File: config.mk
export PLATFORM = sky130hd
export DESIGN_NAME = uart_tx
export DESIGN_NICKNAME = d
export VERILOG_FILES = /design/src/rtl/uart_tx.sv
export SDC_FILE = /design/constraint.sdc
export NUM_CORES = 1
export LEC_CHECK = 0
export ABC_AREA = 1
export BUFFER_PORTS_ARGS = -buffer_cell sky130_fd_sc_hd__buf_2
export CAP_MARGIN = 5
export CORE_MARGIN = 3
export CORE_UTILIZATION = 35
export CTS_BUF_LIST = sky130_fd_sc_hd__clkbuf_2 sky130_fd_sc_hd__clkbuf_4 sky130_fd_sc_hd__clkbuf_8
export DETAILED_ROUTE_END_ITERATION = 10
export HOLD_SLACK_MARGIN = 0.05
export SLEW_MARGIN = 20
export SYNTH_ARGS = -nofsm -noshare
export SYNTH_HDL_FRONTEND = slang
export SYNTH_SLANG_ARGS = --single-unit
File: constraint.sdc
create_clock -name clk_baud -period 1.9 [get_ports clk_baud]
set_input_delay 0.57 -clock clk_baud [delete_from_list [all_inputs] [get_ports clk_baud]]
set_output_delay 0.57 -clock clk_baud [all_outputs]
set_load 0.1 [all_outputs]
File: src/rtl/uart_tx.sv
// UART transmitter: byte FIFO feeding a start/8-data/parity/stop serialiser on clk_baud.
// Latency: byte pushed at edge N into an empty FIFO while idle and enabled drives the start bit at edge N+1.
// Backpressure: data_ready = FIFO not full (registered count); frames start only while tx_rx_start is high.
module uart_tx #(
    parameter int FIFO_DEPTH = 4,
    parameter int PARITY_ODD = 0,
    parameter int STOP_BITS  = 1
) (
    input  logic                          clk_baud,
    input  logic                          rst_n,
    input  logic                          tx_rx_start,
    input  logic [7:0]                    data_in,
    input  logic                          data_valid,
    output logic                          data_ready,
    output logic                          tx,
    output logic                          tx_busy,
    output logic                          tx_done,
    output logic [$clog2(FIFO_DEPTH):0]   fifo_count,
    output logic [2:0]                    current_state_tx
);

    localparam int PTR_W = $clog2(FIFO_DEPTH);
    localparam int CNT_W = PTR_W + 1;

    typedef enum logic [2:0] {
        IDLE   = 3'b000,
        START  = 3'b001,
        SEND   = 3'b010,
        PARITY = 3'b011,
        STOP   = 3'b100
    } state_t;

    logic [7:0]       r_mem [FIFO_DEPTH];
    logic [PTR_W-1:0] r_wr_ptr;
    logic [PTR_W-1:0] r_rd_ptr;
    logic [CNT_W-1:0] r_count;

    state_t           r_state;
    logic [7:0]       r_shift;
    logic [3:0]       r_bit_cnt;
    logic [1:0]       r_stop_cnt;
    logic             r_parity;
    logic             r_tx;
    logic             r_done;

    logic             w_push;
    logic             w_pop;
    logic             w_can_pop;
    logic [7:0]       w_head;
    logic             w_head_par;
    state_t           w_state_nxt;
    logic [7:0]       w_shift_nxt;
    logic [3:0]       w_bit_cnt_nxt;
    logic [1:0]       w_stop_cnt_nxt;
    logic             w_parity_nxt;
    logic             w_tx_nxt;
    logic             w_done_nxt;

    assign data_ready       = (r_count != CNT_W'(FIFO_DEPTH));
    assign w_push           = data_valid && data_ready;
    assign w_can_pop        = tx_rx_start && (r_count != '0);
    assign w_head           = r_mem[r_rd_ptr];
    assign w_head_par       = (^w_head) ^ (PARITY_ODD != 0);

    assign tx               = r_tx;
    assign tx_busy          = (r_state != IDLE);
    assign tx_done          = r_done;
    assign fifo_count       = r_count;
    assign current_state_tx = r_state;

    always_ff @(posedge clk_baud) begin
        if (w_push) begin
            r_mem[r_wr_ptr] <= data_in;
        end
    end

    always_ff @(posedge clk_baud or negedge rst_n) begin
        if (!rst_n) begin
            r_wr_ptr <= '0;
            r_rd_ptr <= '0;
            r_count  <= '0;
        end else begin
            if (w_push) begin
                r_wr_ptr <= r_wr_ptr + PTR_W'(1);
            end
            if (w_pop) begin
                r_rd_ptr <= r_rd_ptr + PTR_W'(1);
            end
            case ({w_push, w_pop})
                2'b10:   r_count <= r_count + CNT_W'(1);
                2'b01:   r_count <= r_count - CNT_W'(1);
                default: r_count <= r_count;
            endcase
        end
    end

    always_ff @(posedge clk_baud or negedge rst_n) begin
        if (!rst_n) begin
            r_state    <= IDLE;
            r_shift    <= '0;
            r_bit_cnt  <= '0;
            r_stop_cnt <= '0;
            r_parity   <= 1'b0;
            r_tx       <= 1'b1;
            r_done     <= 1'b0;
        end else begin
            r_state    <= w_state_nxt;
            r_shift    <= w_shift_nxt;
            r_bit_cnt  <= w_bit_cnt_nxt;
            r_stop_cnt <= w_stop_cnt_nxt;
            r_parity   <= w_parity_nxt;
            r_tx       <= w_tx_nxt;
            r_done     <= w_done_nxt;
        end
    end

    always_comb begin
        w_state_nxt    = r_state;
        w_shift_nxt    = r_shift;
        w_bit_cnt_nxt  = r_bit_cnt;
        w_stop_cnt_nxt = r_stop_cnt;
        w_parity_nxt   = r_parity;
        w_tx_nxt       = r_tx;
        w_done_nxt     = 1'b0;
        w_pop          = 1'b0;
        case (r_state)
            IDLE: begin
                w_tx_nxt = 1'b1;
                if (w_can_pop) begin
                    w_pop         = 1'b1;
                    w_shift_nxt   = w_head;
                    w_parity_nxt  = w_head_par;
                    w_bit_cnt_nxt = '0;
                    w_tx_nxt      = 1'b0;
                    w_state_nxt   = START;
                end
            end
            START: begin
                w_tx_nxt      = r_shift[0];
                w_shift_nxt   = {1'b0, r_shift[7:1]};
                w_bit_cnt_nxt = 4'd1;
                w_state_nxt   = SEND;
            end
            SEND: begin
                // r_bit_cnt counts data bits already placed on the line
                if (r_bit_cnt == 4'd8) begin
                    w_tx_nxt    = r_parity;
                    w_state_nxt = PARITY;
                end else begin
                    w_tx_nxt      = r_shift[0];
                    w_shift_nxt   = {1'b0, r_shift[7:1]};
                    w_bit_cnt_nxt = r_bit_cnt + 4'd1;
                end
            end
            PARITY: begin
                w_tx_nxt       = 1'b1;
                w_stop_cnt_nxt = 2'd1;
                w_state_nxt    = STOP;
            end
            STOP: begin
                w_tx_nxt = 1'b1;
                if (r_stop_cnt >= 2'(STOP_BITS)) begin
                    w_done_nxt = 1'b1;
                    if (w_can_pop) begin
                        w_pop         = 1'b1;
                        w_shift_nxt   = w_head;
                        w_parity_nxt  = w_head_par;
                        w_bit_cnt_nxt = '0;
                        w_tx_nxt      = 1'b0;
                        w_state_nxt   = START;
                    end else begin
                        w_state_nxt   = IDLE;
                    end
                end else begin
                    w_stop_cnt_nxt = r_stop_cnt + 2'd1;
                end
            end
            default: begin
                w_tx_nxt    = 1'b1;
                w_state_nxt = IDLE;
            end
        endcase
    end

endmodule
==> results.ini, run 1 <==
[worst_hold_path]
hold_path_class=input port to asynchronous set/reset pin

[clocking]
cts_tree=done
clkLatencyLatePin_ps=340
cts_root_buf=clkbuf_8
clk_pin_slew_worst_paths_ps=70
numCtsBuffers=9
cts_buffer_depth=2
htree_levels=3
cts.sinks=59

[sta]
setup_ws_ps=-85.3
worstMarginPinSlew_ps=622
tns_ps=-107
slew_violations=0
fmax_mhz=504
max_slew_margin_pct=58.5
fin_crit_sh_pct=104
grt_setup_unrepaired=true
finalCriticalPeriod_ps=1990
clock_skew_ps=8.49
whs_ps=240
final-setup-viol-count=2
hold_viol_final=0

[global_routing]
grt_busiest_layer=met2
grt_start_max_net_pins=28
grtUsageMet1_pct=16.5
globalRoute.totalOverflow=0
globalRouteMet2Util_pct=21.6
antenna_found_initial=0
grt_pass1_vias=2183
grt_pass1_wl_um=10200
grtUsageTotal_pct=13.4
use_met3_pct=4.31

[synthesis]
synthesis.nets=345
synth_compound_area_share_pct=4.78
synth.top_cells.by_area=edfxtp_1 33%, dfrtp_1 22%, nand2_1 16%
synthDistinctLibCells=27
synth_fa_ha_area_share_pct=4.10
synth.avg_cell_area_um2=9.05
synth_xor_area_share_pct=1.79
yosysWarnings=0
synthSimpleGateAreaFrac_pct=26.6
synthCells=324
synthMuxAreaShare_pct=0
synth_top_family_by_area=simple AND/OR/NAND/NOR gates
yosys.area.top_type=edfxtp_1
synth.ff_latch_count=59
syn_area_um2=2930
synth_top_area_share_pct=32.8
ys_seq_area_share_pct=55.8

[die]
dieHeight_um=97.5
initial_core_util_pct=37.0
fp.dieW_um=97.5
dieArea_um2=9510
placementRows=32
fp.coreArea_um2=7930
ios=22

[run_status]
violations=setup timing
outcome=complete, but fails checks

[detailed_routing]
first_iter_violations=144
drc=0
wirelength_um=5650
num_vias=2174
avgViaCountPerCell=4.55
wl_per_cell_um=11.8
ant_nets=0
first_pass_iters=4

[layout]
final_nets=392
final_cell_mix=127 x nand2_1, 32 x edfxtp_1, 24 x buf_4
drive_gt1_share_pct=28.7
insertedDiodeCount=0
utilization_pct=45.4
syn_to_final_growth_pct=22.7
final_common_cell=nand2_1

[place]
routabilityCongestion=0.805
place_hpwl_um=4050
io_buffers=21

[worst_setup_path]
cp_cell_sequence=nor2_4 > inv_2 > nor2_4 > clkinvlp_4 > buf_12
cp.required_ps=1330
critical_path_class=flop to primary output
worst_path_max_delay_cell=dfrtp_4
start_kind=flop
end_kind=primary output
crit_top_cell=nor2_4
cp_max_fo=2
slowest_delay_ps=490
crit_arrival_ps=1420

[flow_run]
cap_violations=0

==> layout make-up <==
type,instances,area [µm²]
clock inverter,5,53.8
clock buffer,11,139
sequential,59,1660
tap,102,128
multi-input combinational,222,1160
timing repair buffer,44,313
fill,778,4330
inverter,35,145
==> Yosys cell counts <==
| master | n |
|---|---|
| a21oi_1 | 4 |
| a31oi_2 | 1 |
| buf_2 | 2 |
| buf_4 | 4 |
| buf_6 | 1 |
| buf_8 | 1 |
| dfrtp_1 | 26 |
| dfstp_2 | 1 |
| edfxtp_1 | 32 |
| fa_1 | 1 |
| ha_1 | 8 |
| inv_1 | 29 |
| inv_2 | 5 |
| inv_6 | 1 |
| nand2_1 | 128 |
| nand2_2 | 11 |
| nand3_1 | 23 |
| nand3_2 | 5 |
| nor2_1 | 14 |
| nor2_2 | 2 |
| o211ai_1 | 1 |
| o21ai_0 | 13 |
| o21ai_1 | 3 |
| o31ai_1 | 1 |
| o31ai_2 | 1 |
| xnor2_1 | 1 |
| xor2_1 | 5 |
==> worst paths after layout <==
check                                    start             to  slack [ps]  cells past startpoint
hold reg to reg                     r_shift[0]     r_shift[0]         480                      2
min in group clk_baud               data_in[2]    r_mem[1][2]         450                      1
hold / removal                           rst_n   r_bit_cnt[3]         240                      1
max in group asynchronous                rst_n  fifo_count[1]        1180                      1
setup / recovery           current_state_tx[1]        tx_busy         -90                      5
setup reg to reg           current_state_tx[1]  fifo_count[2]         -20                     10
==> per-layer routing <==
| layer | wire length [µm] | vias to the layer above |
|---|---|---|
| met1 | 2610 | 1009 |
| met5 | 0 | - |
| met4 | 102 | 0 |
| met2 | 2730 | 30 |
| li1 | - | 1127 |
| met3 | 206 | 8 |
==> per-stage QoR <==
stage	area [µm²]	worst slack [ps]	cells
finish	3600	-85.3	478
global route	3600	-157	478
CTS	3580	-98.0	478
detailed placement	3360	-165	461
global placement	3360	-139	461
floorplan	3010	-328	324
==> critical path, delay by kind of cell, from the launching register on <==
kind                   cells  cell delay, ps
DFF                        1             490
and+or+nand+nor            2             240
buffers and inverters      3             340
==> what timing repair did <==
action | CTS | global route
setup buffers | 1 | 0
hold buffers | 0 | 0
gates resized for setup | 8 | 6
pin swaps | 2 | 2
endpoints found under the hold margin | 0 | 0
setup endpoints to repair | 3 | 4
==> logic make-up (layout without fill, tap and decap cells) <==
| family | count (synthesis) | count (layout) |
|---|---|---|
| AND/OR/NAND/NOR | 183 | 183 |
| flip-flops | 59 | 59 |
| buffers and inverters | 43 | 95 |
| AO/OA/AOI/OAI | 24 | 24 |
| adder cells (fa/ha/maj) | 9 | 9 |
| XOR/XNOR | 6 | 6 |
==> registers in the layout, summed over array words and instances, names as in the netlist, 2 cells and up <==
signal and flops:
current_state_tx 3, fifo_count 3, r_bit_cnt 4, r_mem 32
r_rd_ptr 2, r_shift 8, r_stop_cnt 2, r_wr_ptr 2
Power of run 1 is not shown: default switching activity piles up to over one toggle a cycle in this logic, so the estimate is an artifact.
==> run 2: changes to the inputs <==
--- a/config.mk
+++ b/config.mk
@@ -5,7 +5,6 @@
 export SDC_FILE = /design/constraint.sdc
 export NUM_CORES = 1
 export LEC_CHECK = 0
-export ABC_AREA = 1
 export BUFFER_PORTS_ARGS = -buffer_cell sky130_fd_sc_hd__buf_2
 export CAP_MARGIN = 5
 export CORE_MARGIN = 3
==> results.ini, run 2 <==
[layout]
reg.largest.list=r_mem x32, r_shift x8, r_bit_cnt x4
top_register=r_mem
final_nets=267  ; -32%
final_cell_mix=32 x edfxtp_1, 23 x buf_4, 20 x dfrtp_1
finalInstanceArea_um2=3530  ; -1.8%
drive_gt1_share_pct=46.2  ; +17 points
syn_to_final_growth_pct=33.8
fillCellCount=670  ; -14%
final_common_cell=edfxtp_1
insertedDiodeCount=0  ; unchanged
utilization_pct=48.4  ; +3.1 points
largest_register_ffs=32  ; unchanged

[synthesis]
synth_edf_count=32  ; unchanged
synth.avg_cell_area_um2=13.6  ; +50%
synthesis.nets=215  ; -38%
synth.top_cells.by_count=32 x edfxtp_1, 26 x dfrtp_1, 16 x nor2_1
synthCells=194  ; -40%
synthDistinctLibCells=40  ; +48%
synth.ff_latch_count=59  ; unchanged
synth_most_common_cell=edfxtp_1
yosysWarnings=0  ; unchanged
syn_area_um2=2640  ; -10%
async_flop_share_pct=45.8  ; unchanged
ys_seq_area_share_pct=62.0  ; +6.2 points
synth.top_cells.by_area=edfxtp_1 36%, dfrtp_1 25%, mux4_2 6.8%
yosys.area.top_type=edfxtp_1
synth_top_flop_cell=edfxtp_1
synth_top_area_share_pct=36.4  ; +3.6 points

[detailed_routing]
avgViaCountPerCell=4.73  ; +3.9%
ant_nets=0  ; unchanged
wl_per_cell_um=13.3  ; +13%
first_iter_violations=57  ; -60%
num_vias=1654  ; -24%
wirelength_um=4660  ; -17%
drc=0  ; unchanged
first_pass_iters=4  ; unchanged

[worst_hold_path]
hold_path_class=input port to asynchronous set/reset pin

[clocking]
htree_levels=3  ; unchanged
clkLatencyLatePin_ps=340  ; about the same
numCtsBuffers=9  ; unchanged
cts_root_buf=clkbuf_8
clk_pin_slew_worst_paths_ps=70  ; about the same
cts_buffer_depth=2  ; unchanged
cts.sinks=59  ; unchanged
cts_hold_buf=0  ; unchanged
cts_tree=done

[worst_setup_path]
cp_max_fo=3  ; +1
worstSetupStartpoint=current_state_tx[2]
critical_path_class=flop to primary output
start_kind=flop
cp.required_ps=1330  ; about the same
crit_arrival_ps=1410  ; about the same
crit_cells=2  ; -3
slowest_delay_ps=500  ; about the same
end_kind=primary output
crit_buf_inv=1  ; -2
reg2reg_to=r_bit_cnt[2]
cp_cell_sequence=or3_4 > buf_12
r2r_cells=8  ; -2
cpLargestDelayFamily=flip-flops
worst_path_max_delay_cell=dfrtp_4
r2r_slack_ps=-20  ; about the same
regToRegStartpoint=fifo_count[0]

[die]
fp.dieW_um=92.9  ; -4.8%
ios=22  ; unchanged
initial_core_util_pct=36.2  ; -0.79 points
dieHeight_um=92.9  ; -4.8%
fp.coreArea_um2=7290  ; -8.0%
placementRows=31  ; -3.1%
dieArea_um2=8620  ; -9.4%

[place]
routabilityCongestion=0.741  ; -8.0%
io_buffers=21  ; unchanged
dpl-instance-area_um2=3140  ; -6.5%
place_hpwl_um=3160  ; -22%

[global_routing]
grtUsageTotal_pct=12.2  ; -1.2 points
grt_pass1_wl_um=7950  ; -22%
grt_pass1_vias=1650  ; -24%
grt_start_max_net_pins=16  ; -43%
globalRoute.totalOverflow=0  ; unchanged
antenna_found_initial=0  ; unchanged

[sta]
setup_ws_ps=-79.1  ; +6.19 ps
finalCriticalPeriod_ps=1980  ; -6.19 ps
fmax_mhz=505  ; +0.31%
clock_skew_ps=6.54  ; -1.96 ps
hold_viol_final=0  ; unchanged
max_slew_margin_pct=67.7  ; +9.2 points
grt_setup_unrepaired=true
slew_violations=0  ; unchanged
worstMarginPinSlew_ps=487  ; -135 ps
fin_crit_sh_pct=104  ; -0.33 points
final-setup-viol-count=2  ; unchanged

[run_status]
violations=setup timing
outcome=complete, but fails checks

[flow_run]
cap_violations=0  ; unchanged

## run 2: cell type report
type	count	area, µm²	share of cell area (%)
Multi-Input combinational cell	117	1100	31.3
Sequential cell	59	1660	47.0
Tap cell	99	124	3.51
Clock buffer	9	124	3.51
Timing Repair Buffer	48	419	11.9
Clock inverter	7	53.8	1.52
Inverter	11	46.3	1.31
## run 2: through the flow
step	worst slack, ps	setup TNS (ps)	hold WS (ps)	cells
4_1_cts	-85.3	-138	101	347
6_report	-79.1	-97.5	101	350
3_3_place_gp	-187	-228	469	329
5_1_grt	-117	-956	111	350
3_5_place_dp	-210	-269	473	329
2_1_floorplan	-452	-786	274	194
## run 2: timing repair
| item | 4_1_cts | 5_1_grt |
|---|---|---|
| buffers inserted | 3 | 2 |
| pin swaps | 10 | 8 |
| gates cloned | 0 | 1 |
| resized for setup | 10 | 33 |
| setup endpoints to repair | 4 | 15 |
## run 2: per-layer routing
layer	routed length, µm	part of all wire (%)	global-route usage (%)
met1	2110	45	15.3
met2	2280	49	19.1
met3	198	4.2	4.22
met4	79	1.7	5.13
met5	0	0	0
## run 2: worst max-delay path by stage
| stage | slack (ps) | endpoint |
|---|---|---|
| final | -80 | tx_busy |
| after global routing | -120 | fifo_count[2] |
| after CTS | -90 | tx_busy |
| after detailed placement | -210 | fifo_count[2] |
| after global placement | -190 | fifo_count[2] |
| after floorplan | -450 | fifo_count[2] |
## run 2: worst reg2reg max path: stages, from the launching register on
cell     delay [ps]
dfrtp_4         510
o31a_1          330
buf_4           140
buf_6           110
a22oi_2         140
o21ai_1          80
buf_4           170
and4b_1         180
a21o_1          150
## run 2: logic make-up after synthesis
group / after synthesis / synth area share [%]
xor gates and xnor gates: 14 / 4.64
muxes: 16 / 9.91
and+or+nand+nor: 48 / 9.43
DFF: 59 / 62.0
AOI/OAI and AO/OA: 30 / 6.49
buffers and inverters: 18 / 2.94
adders and majority gates: 9 / 4.55
Power of run 2 is left out for the same reason.
